$ cat src/rtl/arm7tdmi_cp_ctrl.sv
// Coprocessor handshake controller: one CDP/LDC/STC/MRC/MCR at a time,
// with absent-CP filtering, bounded busy-wait, data/beat transfer and a one-cycle response.
module arm7tdmi_cp_ctrl #(
   parameter logic [15:0] CP_PRESENT = 16'hC000,
   parameter int          MAX_BURST  = 16,
   parameter int          TIMEOUT    = 64,
   localparam int         CNT_W      = $clog2(MAX_BURST + 1)
) (
   input  logic             clk,
   input  logic             rst_n,
   input  logic             req_valid,
   output logic             req_ready,
   input  logic [2:0]       req_op,
   input  logic [3:0]       req_cpnum,
   input  logic [CNT_W-1:0] req_count,
   input  logic [31:0]      req_wdata,
   output logic             cp_cpi,
   output logic [3:0]       cp_num,
   output logic [2:0]       cp_op,
   input  logic             cp_cpa,
   input  logic             cp_cpb,
   output logic [31:0]      cp_wdata,
   output logic             cp_wvalid,
   input  logic [31:0]      cp_rdata,
   output logic             mem_beat,
   input  logic             mem_ready,
   output logic             rsp_valid,
   output logic             rsp_undef,
   output logic             rsp_timeout,
   output logic [31:0]      rsp_rdata,
   output logic [2:0]       dbg_state
);

   localparam int BUSY_W = $clog2(TIMEOUT + 2);

   localparam logic [2:0] OP_CDP = 3'b000;
   localparam logic [2:0] OP_LDC = 3'b001;
   localparam logic [2:0] OP_STC = 3'b010;
   localparam logic [2:0] OP_MRC = 3'b100;
   localparam logic [2:0] OP_MCR = 3'b110;

   typedef enum logic [2:0] {S_IDLE, S_ISSUE, S_HANDSHAKE, S_XFER, S_RESP} state_t;

   state_t            state_q, state_d;
   logic [2:0]        op_q, op_d;
   logic [3:0]        num_q, num_d;
   logic [CNT_W-1:0]  cnt_q, cnt_d, cnt_clamp;
   logic [31:0]       wdata_q, wdata_d;
   logic [31:0]       rdata_q, rdata_d;
   logic [BUSY_W-1:0] busy_q, busy_d;
   logic              undef_q, undef_d;
   logic              tmo_q, tmo_d;
   logic              op_bad;

   always_ff @(posedge clk or negedge rst_n) begin
      if (!rst_n) begin
         state_q <= S_IDLE;
         op_q    <= '0;
         num_q   <= '0;
         cnt_q   <= '0;
         wdata_q <= '0;
         rdata_q <= '0;
         busy_q  <= '0;
         undef_q <= 1'b0;
         tmo_q   <= 1'b0;
      end else begin
         state_q <= state_d;
         op_q    <= op_d;
         num_q   <= num_d;
         cnt_q   <= cnt_d;
         wdata_q <= wdata_d;
         rdata_q <= rdata_d;
         busy_q  <= busy_d;
         undef_q <= undef_d;
         tmo_q   <= tmo_d;
      end
   end

   // A zero word count still moves one word; oversize counts saturate.
   always_comb begin
      if (req_count == '0)
         cnt_clamp = CNT_W'(1);
      else if (req_count > CNT_W'(MAX_BURST))
         cnt_clamp = CNT_W'(MAX_BURST);
      else
         cnt_clamp = req_count;
   end

   assign op_bad = (req_op == 3'b011) || (req_op == 3'b101) || (req_op == 3'b111);

   always_comb begin
      state_d = state_q;
      op_d    = op_q;
      num_d   = num_q;
      cnt_d   = cnt_q;
      wdata_d = wdata_q;
      rdata_d = rdata_q;
      busy_d  = busy_q;
      undef_d = undef_q;
      tmo_d   = tmo_q;
      case (state_q)
         S_IDLE: begin
            if (req_valid) begin
               op_d    = req_op;
               num_d   = req_cpnum;
               cnt_d   = cnt_clamp;
               wdata_d = req_wdata;
               tmo_d   = 1'b0;
               if (!CP_PRESENT[req_cpnum] || op_bad) begin
                  undef_d = 1'b1;
                  state_d = S_RESP;
               end else begin
                  undef_d = 1'b0;
                  state_d = S_ISSUE;
               end
            end
         end
         S_ISSUE: begin
            busy_d  = '0;
            state_d = S_HANDSHAKE;
         end
         S_HANDSHAKE: begin
            // Absent beats busy; a busy coprocessor only costs cycles until the limit.
            if (cp_cpa) begin
               undef_d = 1'b1;
               state_d = S_RESP;
            end else if (cp_cpb) begin
               busy_d = busy_q + BUSY_W'(1);
               if ((TIMEOUT != 0) && (busy_d == BUSY_W'(TIMEOUT))) begin
                  undef_d = 1'b1;
                  tmo_d   = 1'b1;
                  state_d = S_RESP;
               end
            end else if (op_q == OP_CDP) begin
               state_d = S_RESP;
            end else begin
               state_d = S_XFER;
            end
         end
         S_XFER: begin
            if (op_q == OP_MCR) begin
               state_d = S_RESP;
            end else if (op_q == OP_MRC) begin
               rdata_d = cp_rdata;
               state_d = S_RESP;
            end else if (mem_ready) begin
               cnt_d = cnt_q - CNT_W'(1);
               if (cnt_q == CNT_W'(1)) state_d = S_RESP;
            end
         end
         S_RESP:  state_d = S_IDLE;
         default: state_d = S_IDLE;
      endcase
   end

   assign req_ready   = (state_q == S_IDLE);
   assign cp_cpi      = (state_q == S_ISSUE);
   assign cp_num      = (state_q == S_IDLE) ? 4'd0 : num_q;
   assign cp_op       = (state_q == S_IDLE) ? 3'd0 : op_q;
   assign cp_wvalid   = (state_q == S_XFER) && (op_q == OP_MCR);
   assign cp_wdata    = cp_wvalid ? wdata_q : 32'd0;
   assign mem_beat    = (state_q == S_XFER) && ((op_q == OP_LDC) || (op_q == OP_STC));
   assign rsp_valid   = (state_q == S_RESP);
   assign rsp_undef   = rsp_valid && undef_q;
   assign rsp_timeout = rsp_valid && tmo_q;
   assign rsp_rdata   = rdata_q;
   assign dbg_state   = state_q;

endmodule

$ cat config.mk
export PLATFORM = sky130hd
export DESIGN_NAME = arm7tdmi_cp_ctrl
export DESIGN_NICKNAME = d
export VERILOG_FILES = /design/src/rtl/arm7tdmi_cp_ctrl.sv
export SDC_FILE = /design/constraint.sdc
export NUM_CORES = 1
export LEC_CHECK = 0
export ABC_AREA = 0
export CAP_MARGIN = 20
export CORE_MARGIN = 2
export CORE_UTILIZATION = 40
export CTS_BUF_LIST = sky130_fd_sc_hd__clkbuf_16
export DETAILED_ROUTE_END_ITERATION = 7
export PLACE_DENSITY_LB_ADDON = 0.3
export SLEW_MARGIN = 10
export SYNTH_ARGS = -nofsm -noshare
export SYNTH_HDL_FRONTEND = slang
export SYNTH_SLANG_ARGS = --single-unit
$ cat constraint.sdc
create_clock -name clk -period 2 [get_ports clk]
set_input_delay 0.6 -clock clk [delete_from_list [all_inputs] [get_ports clk]]
set_output_delay 0.6 -clock clk [all_outputs]
set_load 0.05 [all_outputs]
# == Word-level counts from Yosys, hierarchy flattened ==
# Memory sizes are Yosys's and may differ from the RTL's.
# Index checks and enable logic that the tools add are counted.
# classes
add_sub_neg,2
order_cmp,2
eq_ne,25
muxes,34
n_bitwise,1
reduce_logical,22
# ops
op,count
$mux 3,11
$mux 32,1
$mux 5,6
$eq 3x3->1 const B,5
$mux 7,2
$ne 2x2->1 const B,7
$pmux 7 s2,1
$eq 3x2->1 const B,4
$ne 4x4->1 const B,3
$pmux 3 s4,1
$pmux 5 s2,1
$reduce_and 5->1,2
$mux 1,8
$reduce_and 4->1,2
$add 7x1->7 const B,1
$eq 7x7->1 const B,1
$eq 3x1->1 const B,2
$logic_not 3->1,2
$ne 3x3->1 const B,2
$reduce_and 3->1,2
$reduce_bool 2->1,3
$eq 5x1->1 const B,1
$gt 5x5->1 const B,1
$logic_not 5->1,1
9 further kinds,16
# word_totals
ff_bits,88
rom_bits,16
in_bits,82
output_inout_bits,81
word_cells,96
memories,1
# mem_list
name,words,word_bits,read_ports,rd_clocked_by_memory_dff,wr,line_no,text
(name not given),16,1,1,0,0,109,if (!CP_PRESENT[req_cpnum] || op_bad) begin

# == Depth between registers and ports, before layout ==
# Gate-level depths: netlist of run 1.
# logic_depth
depth_word,7
ltp_mapped,7

# == Worst setup path before layout of run 1 ==
# No wires, ideal clock.
# synth_path
path_type,flip-flop to output port
startpoint,"register state_q[2], in the netlist dbg_state[2]"
endpoint,output port rsp_timeout
arrival_time_ps,2670
t_required_ps,1400
slack_ps,-1270
stages_incl_launch_ff,5
path_buffers,1
cell_sequence,dfrtp_1 > buf_2 > inv_1 > nor3_1 > and2_1
# synth_via
elab_chain_len,2
# synth_rtl
element,line_no,text
from (decl),44,"state_t state_q, state_d;"
from (signal assigned),67,state_q <= state_d;
$eq 3x3->1,163,assign rsp_valid = (state_q == S_RESP);
via rsp_valid,27,"output logic rsp_valid,"
$logic_and 1x1->1,165,assign rsp_timeout = rsp_valid && tmo_q;
to (decl),29,"output logic rsp_timeout,"
# The timed path passes the listed nets, and every way through them passes these cells.

# == Worst setup path after layout of run 1 ==
# layout_path
startpoint,"register state_q[2], in the netlist dbg_state[2]"
endpoint,output port cp_wdata[9]
# layout_via
elab_chain_len,3
# layout_rtl
element,line_no,text
$eq 3x2->1,160,assign cp_wvalid = (state_q == S_XFER) && (op_q == OP_MCR);
$logic_and 1x1->1,160,
$mux 32,161,assign cp_wdata = cp_wvalid ? wdata_q : 32'd0;
to (decl),22,"output logic [31:0] cp_wdata,"
# No other way between the ends.

==> impl_results.md, run 1 <==
- WHS: 0.187 ns
- Leakage: 3.19 nW
- FF+latch count, synth: 88
- First DRT Iteration DRCs: 97
- Worst reg2reg path depth: 7
- Non-Filler Instances: 664
- Synthesized area: 0.00414 mm2
- Max clock buf depth: 2
- Crit path kind: reg2out
- Post-route DRC: 0
- Main synth FF type: dfrtp_1
- Worst path cell trace: and3b_2 -> and3_4 -> and2_4 -> buf_12
- Int Pwr: 4.76 mW
- First-pass GRT wire length: 18400 um
- DR pass1 iterations: 4
- Yosys cell types: 52
- Inst Count DP: 634
- Worst endpoint required time: 1.40 ns
- Worst reg2reg path endpoint: rsp_rdata[14]
- FMAX: 441 MHz
- VDD IR-drop max: 0.000576 V
- Filler cell count: 721
- Clock group share of total power: 23.0%
- Hpwl dp: 8100 um
- DRT met1 WL: 4770 um
- Critical R2R Launch: dbg_state[2]
- Design Power: 7.26 mW
- Die W: 106 um
- WL final: 11500 um
- CTS tree: built
- Routed vias: 3361
- Final worst path period share: 113%
- Reg power frac: 36.8%
- Highest Signal Layer: met4
- Fin. Hold Viols: 0
- Core ar.: 0.0102 mm2
- Worst min-delay path category: in2async
- # nets final: 608
- Placer Congestion: 0.855
- Tightest Pin Transition: 0.460 ns
- Clock sink count: 88
- Worst-path clk slew: 0.06 ns
- Largest net degree at the start of global routing: 33
- Max_slew headroom: 69.1%
- Power share of the combinational group: 40.2%
- Max Cap Viol: 0
- Cts bufs inserted: 9
- CP Capture Type: primary output
- Switch share: 34.4%
- Failing checks: setup timing
- Seq/Total Area, Yosys: 53.2%
- WL met2: 5880 um
- # port buffers: 162
- Largest fanout on the critical path: 8
- Final Worst Setup Slack: -0.267 ns
- Power density over the cells: 1030 mW/mm2
- Slowest CP cell: dfrtp_2
- Die H: 106 um
- Post-synthesis cell count: 328
- Outcome: complete, but fails checks
- Vias in the first global route: 3577
- GRT Resource Usage Total: 20.9%
- WP data arrival: 1.67 ns
- Number of flops mapped to enable cells by yosys: 0
- Fraction of layout cells with a size suffix above 1: 50.6%
- Vias/cell: 5.06
- Routed wl met3: 709 um
- Ant. Diodes: 0
- Worst R2R Setup Slack: 0.11 ns
- Worst skew pair latency: 0.33 ns
- Total grt overflow: 0
- Max-slew violations: 0
- Initial core utilization: 40.7%
- Syn. warnings: 0
- Synth async-reset ratio: 100%
- CTS Root Cell: clkbuf_16
- Rows: 37
- Critical Path Max Stage Delay: 0.39 ns
- Crit path launch type: register
- Minimum clock period: 2.27 ns
- Post-synth net total: 413
- Net Switching: 2.50 mW
- Final setup violation count: 45
- Antenna Violating Nets Remaining: 0
- Post-Syn Area per Cell: 12.6 um2
- H-tree Lvls: 3
- Worst clock skew: 0.00466 ns
- Area of the die: 0.0112 mm2
- Routed WL per cell: 17.4 um
- RSZ-0062 raised after global routing: true
- Ports: 163
- Synthesis-to-finish area growth: 70.8%
- Initial antenna violation count: 0
## kinds of logic (layout without fill, tap and decap cells)
| logic type | count (synthesis) | count (layout) | synth area share [%] |
|---|---|---|---|
| and+or+nand+nor | 95 | 99 | 14.7 |
| DFF | 88 | 88 | 53.2 |
| muxes | 75 | 75 | 20.3 |
| AOI/OAI and AO/OA | 40 | 40 | 6.31 |
| buffers and inverters | 24 | 220 | 3.93 |
| adders and majority gates | 3 | 3 | 0.906 |
| xor gates and xnor gates | 3 | 3 | 0.635 |
## cells in the final DEF (no fill, tap or decap), types with 5 or more instances in the layout
cell             count
clkdlybuf4s50_1     80
o21ai_0             14
inv_1                5
nand3_1              6
buf_6               16
nand2_1              9
mux2_2              70
buf_12              48
a21oi_1              7
clkbuf_16           11
nor2_1               5
buf_4               51
and2_4              34
dfrtp_1             84
## per-stage QoR
step | util [%] | cell area (um2) | setup WS, ns | TNS [ns]
2_1_floorplan | - | 4320 | -0.315 | -8.58
3_3_place_gp | 63.9 | 6510 | -0.124 | -5.31
3_5_place_dp | 63.9 | 6510 | -0.140 | -6.21
4_1_cts | 68.8 | 7010 | -0.250 | -10.42
5_1_grt | 69.5 | 7070 | -0.304 | -11.20
6_report | 69.5 | 7070 | -0.267 | -9.33
## worst max-delay path: cells and delay by family, from the launching register on
kind / cells / cell delay (ns)
buf+inv: 1 / 0.13
flops: 1 / 0.39
simple gates: 3 / 0.81
## worst max path at each step
stage / depth (start not counted) / start / to / slack, ns
floorplan: 3 / dbg_state[1] / cp_num[0] / -0.31
global placement: 5 / req_valid / wdata_q[20] / -0.12
detailed placement: 5 / req_valid / wdata_q[4] / -0.14
CTS: 4 / dbg_state[2] / cp_wdata[30] / -0.25
global route: 4 / dbg_state[2] / cp_wdata[28] / -0.30
finish: 4 / dbg_state[2] / cp_wdata[9] / -0.27
## power groups by stage
| stage | sequential, mW | combinational, mW | clock (mW) |
|---|---|---|---|
| 2_1_floorplan | 2.75 | 1.58 | 0 |
| 3_3_place_gp | 2.63 | 2.57 | 0 |
| 3_5_place_dp | 2.66 | 2.63 | 0 |
| 4_1_cts | 2.66 | 2.92 | 1.70 |
| 5_1_grt | 2.74 | 3.09 | 1.78 |
| 6_report | 2.67 | 2.92 | 1.67 |
## cell type report
| class | count | area [um2] | share of cell area [%] |
|---|---|---|---|
| repair buffers | 197 | 2370 | 33.6 |
| flip-flops and latches | 88 | 2210 | 31.2 |
| multi-input cells | 220 | 2000 | 28.2 |
| clock buffers | 9 | 225 | 3.18 |
| well taps | 136 | 170 | 2.41 |
| clock inverters | 7 | 71.3 | 1.01 |
| inverters | 7 | 28.8 | 0.407 |
## synth_stat cells (4+ instances only)
library cell | n | area share, %
buf_6 | 7 | 1.9
nor3_1 | 5 | 0.60
buf_4 | 4 | 0.73
o21ai_0 | 14 | 1.7
and2_1 | 36 | 5.4
inv_1 | 7 | 0.63
dfrtp_1 | 88 | 53
mux2_2 | 71 | 19
nand3_1 | 6 | 0.73
a21oi_1 | 7 | 0.85
nand2_1 | 10 | 0.91
nor2_1 | 6 | 0.54
nor2b_1 | 9 | 1.4
## registers in the layout, indices dropped and copies added (netlist names)
| register | flops |
|---|---|
| busy_q | 7 |
| dbg_state | 3 |
| num_q | 4 |
| op_q | 3 |
| wdata_q | 32 |
| tmo_q | 1 |
| rsp_rdata | 32 |
| cnt_q | 5 |
| undef_q | 1 |
## metal layers
| metal | vias to the layer above | GRT usage (%) |
|---|---|---|
| li1 | 1570 | - |
| met5 | - | 0 |
| met2 | 118 | 36.1 |
| met3 | 12 | 4.58 |
| met4 | 0 | 6.48 |
| met1 | 1661 | 26.1 |
## timing repair
item | 4_1_cts | 5_1_grt
buffers inserted | 9 | 1
hold endpoints to repair | 0 | 0
setup endpoints to repair | 46 | 80
resized for setup | 29 | 5
hold buffers | 0 | 0
cloned | 4 | 2
pin swaps | 13 | 17
(Power assumes the default switching activity.)
==> run 2: changes to the inputs <==
--- a/config.mk
+++ b/config.mk
@@ -6,7 +6,6 @@
 export NUM_CORES = 1
 export LEC_CHECK = 0
 export ABC_AREA = 0
-export CAP_MARGIN = 20
 export CORE_MARGIN = 2
 export CORE_UTILIZATION = 40
 export CTS_BUF_LIST = sky130_fd_sc_hd__clkbuf_16
==> results of run 2 <==
Same layout as run 1: the final DEF is identical, and so are final timing and power.
==> run 3: changes to the inputs <==
--- a/config.mk
+++ b/config.mk
@@ -10,6 +10,7 @@
 export CORE_UTILIZATION = 40
 export CTS_BUF_LIST = sky130_fd_sc_hd__clkbuf_16
 export DETAILED_ROUTE_END_ITERATION = 7
+export DONT_BUFFER_PORTS = 1
 export PLACE_DENSITY_LB_ADDON = 0.3
 export SLEW_MARGIN = 10
 export SYNTH_ARGS = -nofsm -noshare
==> run 3 against run 2 <==
  * The run ends with hold timing, setup timing left
  * Count of clock-buffer cells in the layout stayed put
  * Critical path depth down 1
  * Register-to-register slack worse by 0.05 ns
  * Routed wire length is 18% lower
  * Sequential power increased by 3%
  * Global-route usage decreased by 4.1 points
  * Critical path type unchanged
  * Largest cell class is now sequential cells
  * Largest power group is now sequential cells
==> impl_results.md, run 3 (same netlist as run 1, synthesis figures left out) <==
- Ant. Diodes: 0 (unchanged)
- DR pass1 iterations: 4 (unchanged)
- Die W: 106 um (unchanged)
- # port buffers: 0 (was 162)
- Worst R2R Setup Slack: 0.06 ns (was 0.11 ns)
- Core ar.: 0.0102 mm2 (unchanged)
- Final setup violation count: 45 (unchanged)
- Cts bufs inserted: 9 (unchanged)
- Crit path launch type: register (unchanged)
- # nets final: 452 (was 608)
- Vias/cell: 5.30 (was 5.06)
- Outcome: complete, but fails checks (unchanged)
- Largest fanout on the critical path: 8 (unchanged)
- Final Worst Setup Slack: -0.200 ns (was -0.267 ns)
- Minimum clock period: 2.20 ns (was 2.27 ns)
- CTS Root Cell: clkbuf_16 (unchanged)
- Most common cell after layout, fill and taps aside: dfrtp_1 (unchanged)
- Worst clock skew: 0.00531 ns (was 0.00466 ns)
- Filler cell count: 884 (was 721)
- Tightest Pin Transition: 0.539 ns (was 0.460 ns)
- Rows: 37 (unchanged)
- Ports: 163 (unchanged)
- DP Worst Slack: 0.0597 ns (was -0.140 ns)
- Largest net degree at the start of global routing: 89 (was 33)
- Die H: 106 um (unchanged)
- Leading cell types in the layout, fill and taps excluded: dfrtp_1, mux2_2, and2_4 (was dfrtp_1, clkdlybuf4s50_1, mux2_2)
- Final worst path period share: 110% (was 113%)
- Initial antenna violation count: 0 (unchanged)
- Max_slew headroom: 64.0% (was 69.1%)
- Initial core utilization: 40.7% (unchanged)
- Crit path kind: reg2out (unchanged)
- Total grt overflow: 0 (unchanged)
- Worst-path clk slew: 0.06 ns (about the same)
- Failing checks: hold timing, setup timing (was setup timing)
- CTS tree: built (unchanged)
- H-tree Lvls: 3 (unchanged)
- Post-route DRC: 0 (unchanged)
- Synthesis-to-finish area growth: 25.8% (was 70.8%)
- Leakage: 2.36 nW (was 3.19 nW)
- FMAX: 455 MHz (was 441 MHz)
- Sequential standard cell area: 0.00221 mm2 (unchanged)
- First-pass GRT wire length: 14700 um (was 18400 um)
- WHS: -0.0402 ns (was 0.187 ns)
- Busiest grt layer: met2 (unchanged)
- Fin. Hold Viols: 88 (was 0)
- Worst min-delay path category: in2async (unchanged)
- Clock sink count: 88 (unchanged)
- CP Capture Type: primary output (unchanged)
- Max Cap Viol: 0 (unchanged)
- Multi-input gate area: 0.00200 mm2 (about the same)
- Fraction of layout cells with a size suffix above 1: 51.5% (was 50.6%)
- Hpwl dp: 6250 um (was 8100 um)
- Met2 Use GR: 26.5% (was 36.1%)
- First DRT Iteration DRCs: 124 (was 97)
- Routed vias: 2686 (was 3361)
- GRT Resource Usage Total: 16.8% (was 20.9%)
- Placer Congestion: 0.792 (was 0.855)
- Routing usage on met3: 4.64% (was 4.58%)
- Met1 Resource Use GR: 21.7% (was 26.1%)
- Worst skew pair latency: 0.33 ns (about the same)
- VDD IR-drop max: 0.000622 V (was 0.000576 V)
- WL final: 9430 um (was 11500 um)
- RSZ-0062 raised after global routing: true (unchanged)
- Power density over the cells: 1370 mW/mm2 (was 1030 mW/mm2)
- Worst endpoint required time: 1.40 ns (about the same)
- Max-slew violations: 0 (unchanged)
- Vias in the first global route: 2812 (was 3577)
- Area of the die: 0.0112 mm2 (unchanged)
- Max clock buf depth: 2 (unchanged)
- Antenna Violating Nets Remaining: 0 (unchanged)
- WP data arrival: 1.60 ns (was 1.67 ns)
- Routed WL per cell: 18.6 um (was 17.4 um)
- Design Power: 7.12 mW (was 7.26 mW)
run 3: changes by cell type in the layout (fill, tap and decap cells not counted), sizes merged:
cell,change
clkinvlp,+1
clkbuf,-1
clkinv,-3
and3,-1
buf,-75
bufbuf,+1
clkdlybuf4s50,-80
bufinv,+1
run 3: report_power, final:
| part | internal (mW) | total (mW) | switching, mW |
|---|---|---|---|
| combinational | 1.30 | 2.57 | 1.27 |
| sequential | 2.31 | 2.75 | 0.444 |
| clock | 1.10 | 1.79 | 0.694 |
| total | 4.71 | 7.12 | 2.41 |
run 3: worst paths after layout:
check                                   from             to  cells after the start
min in group clk                req_wdata[8]     wdata_q[8]                      1
worst max-delay path            dbg_state[2]   cp_wdata[30]                      3
worst min-delay path                   rst_n       cnt_q[1]                      0
worst min register to register      num_q[3]       num_q[3]                      1
worst max register to register  dbg_state[2]       cnt_q[2]                      9
max in group asynchronous              rst_n  rsp_rdata[26]                      0
run 3: cell type report:
type	count	area share, %
sequential	88	42.4
clock buffer	9	4.32
tap	136	3.27
clock inverter	6	1.78
timing repair buffer	42	9.36
inverter	7	0.624
multi-input combinational	219	38.3
run 3: per-layer routing:
metal	routed length [um]	up-vias
li1	-	1249
met1	4010	1300
met2	4590	126
met3	684	11
met4	139	0
met5	0	-
run 3: per-stage QoR:
step / std cells / util (%) / area, um2 / hold WS (ns) / setup TNS, ns
floorplan: 328 / - / 4320 / 0.304 / -8.58
global placement: 475 / 44.9 / 4580 / 0.307 / 0
detailed placement: 475 / 44.9 / 4580 / 0.308 / 0
CTS: 501 / 50.3 / 5120 / -0.0520 / -8.09
global route: 507 / 51.2 / 5210 / -0.0509 / -10.71
finish: 507 / 51.2 / 5210 / -0.0402 / -7.31
run 3: repair_timing:
item                       4_1_cts  5_1_grt
cloned                           3        2
buffers inserted                 8        5
setup endpoints to repair       45       81
pin swaps                       13       14
hold endpoints to repair        88       88
gates resized for setup         29        7
run 3: worst max-delay path, cell delays in order (launching register included):
cell and delay, ns:
dfrtp_2 0.40, and3b_2 0.31, and3_2 0.29, and2_4 0.26
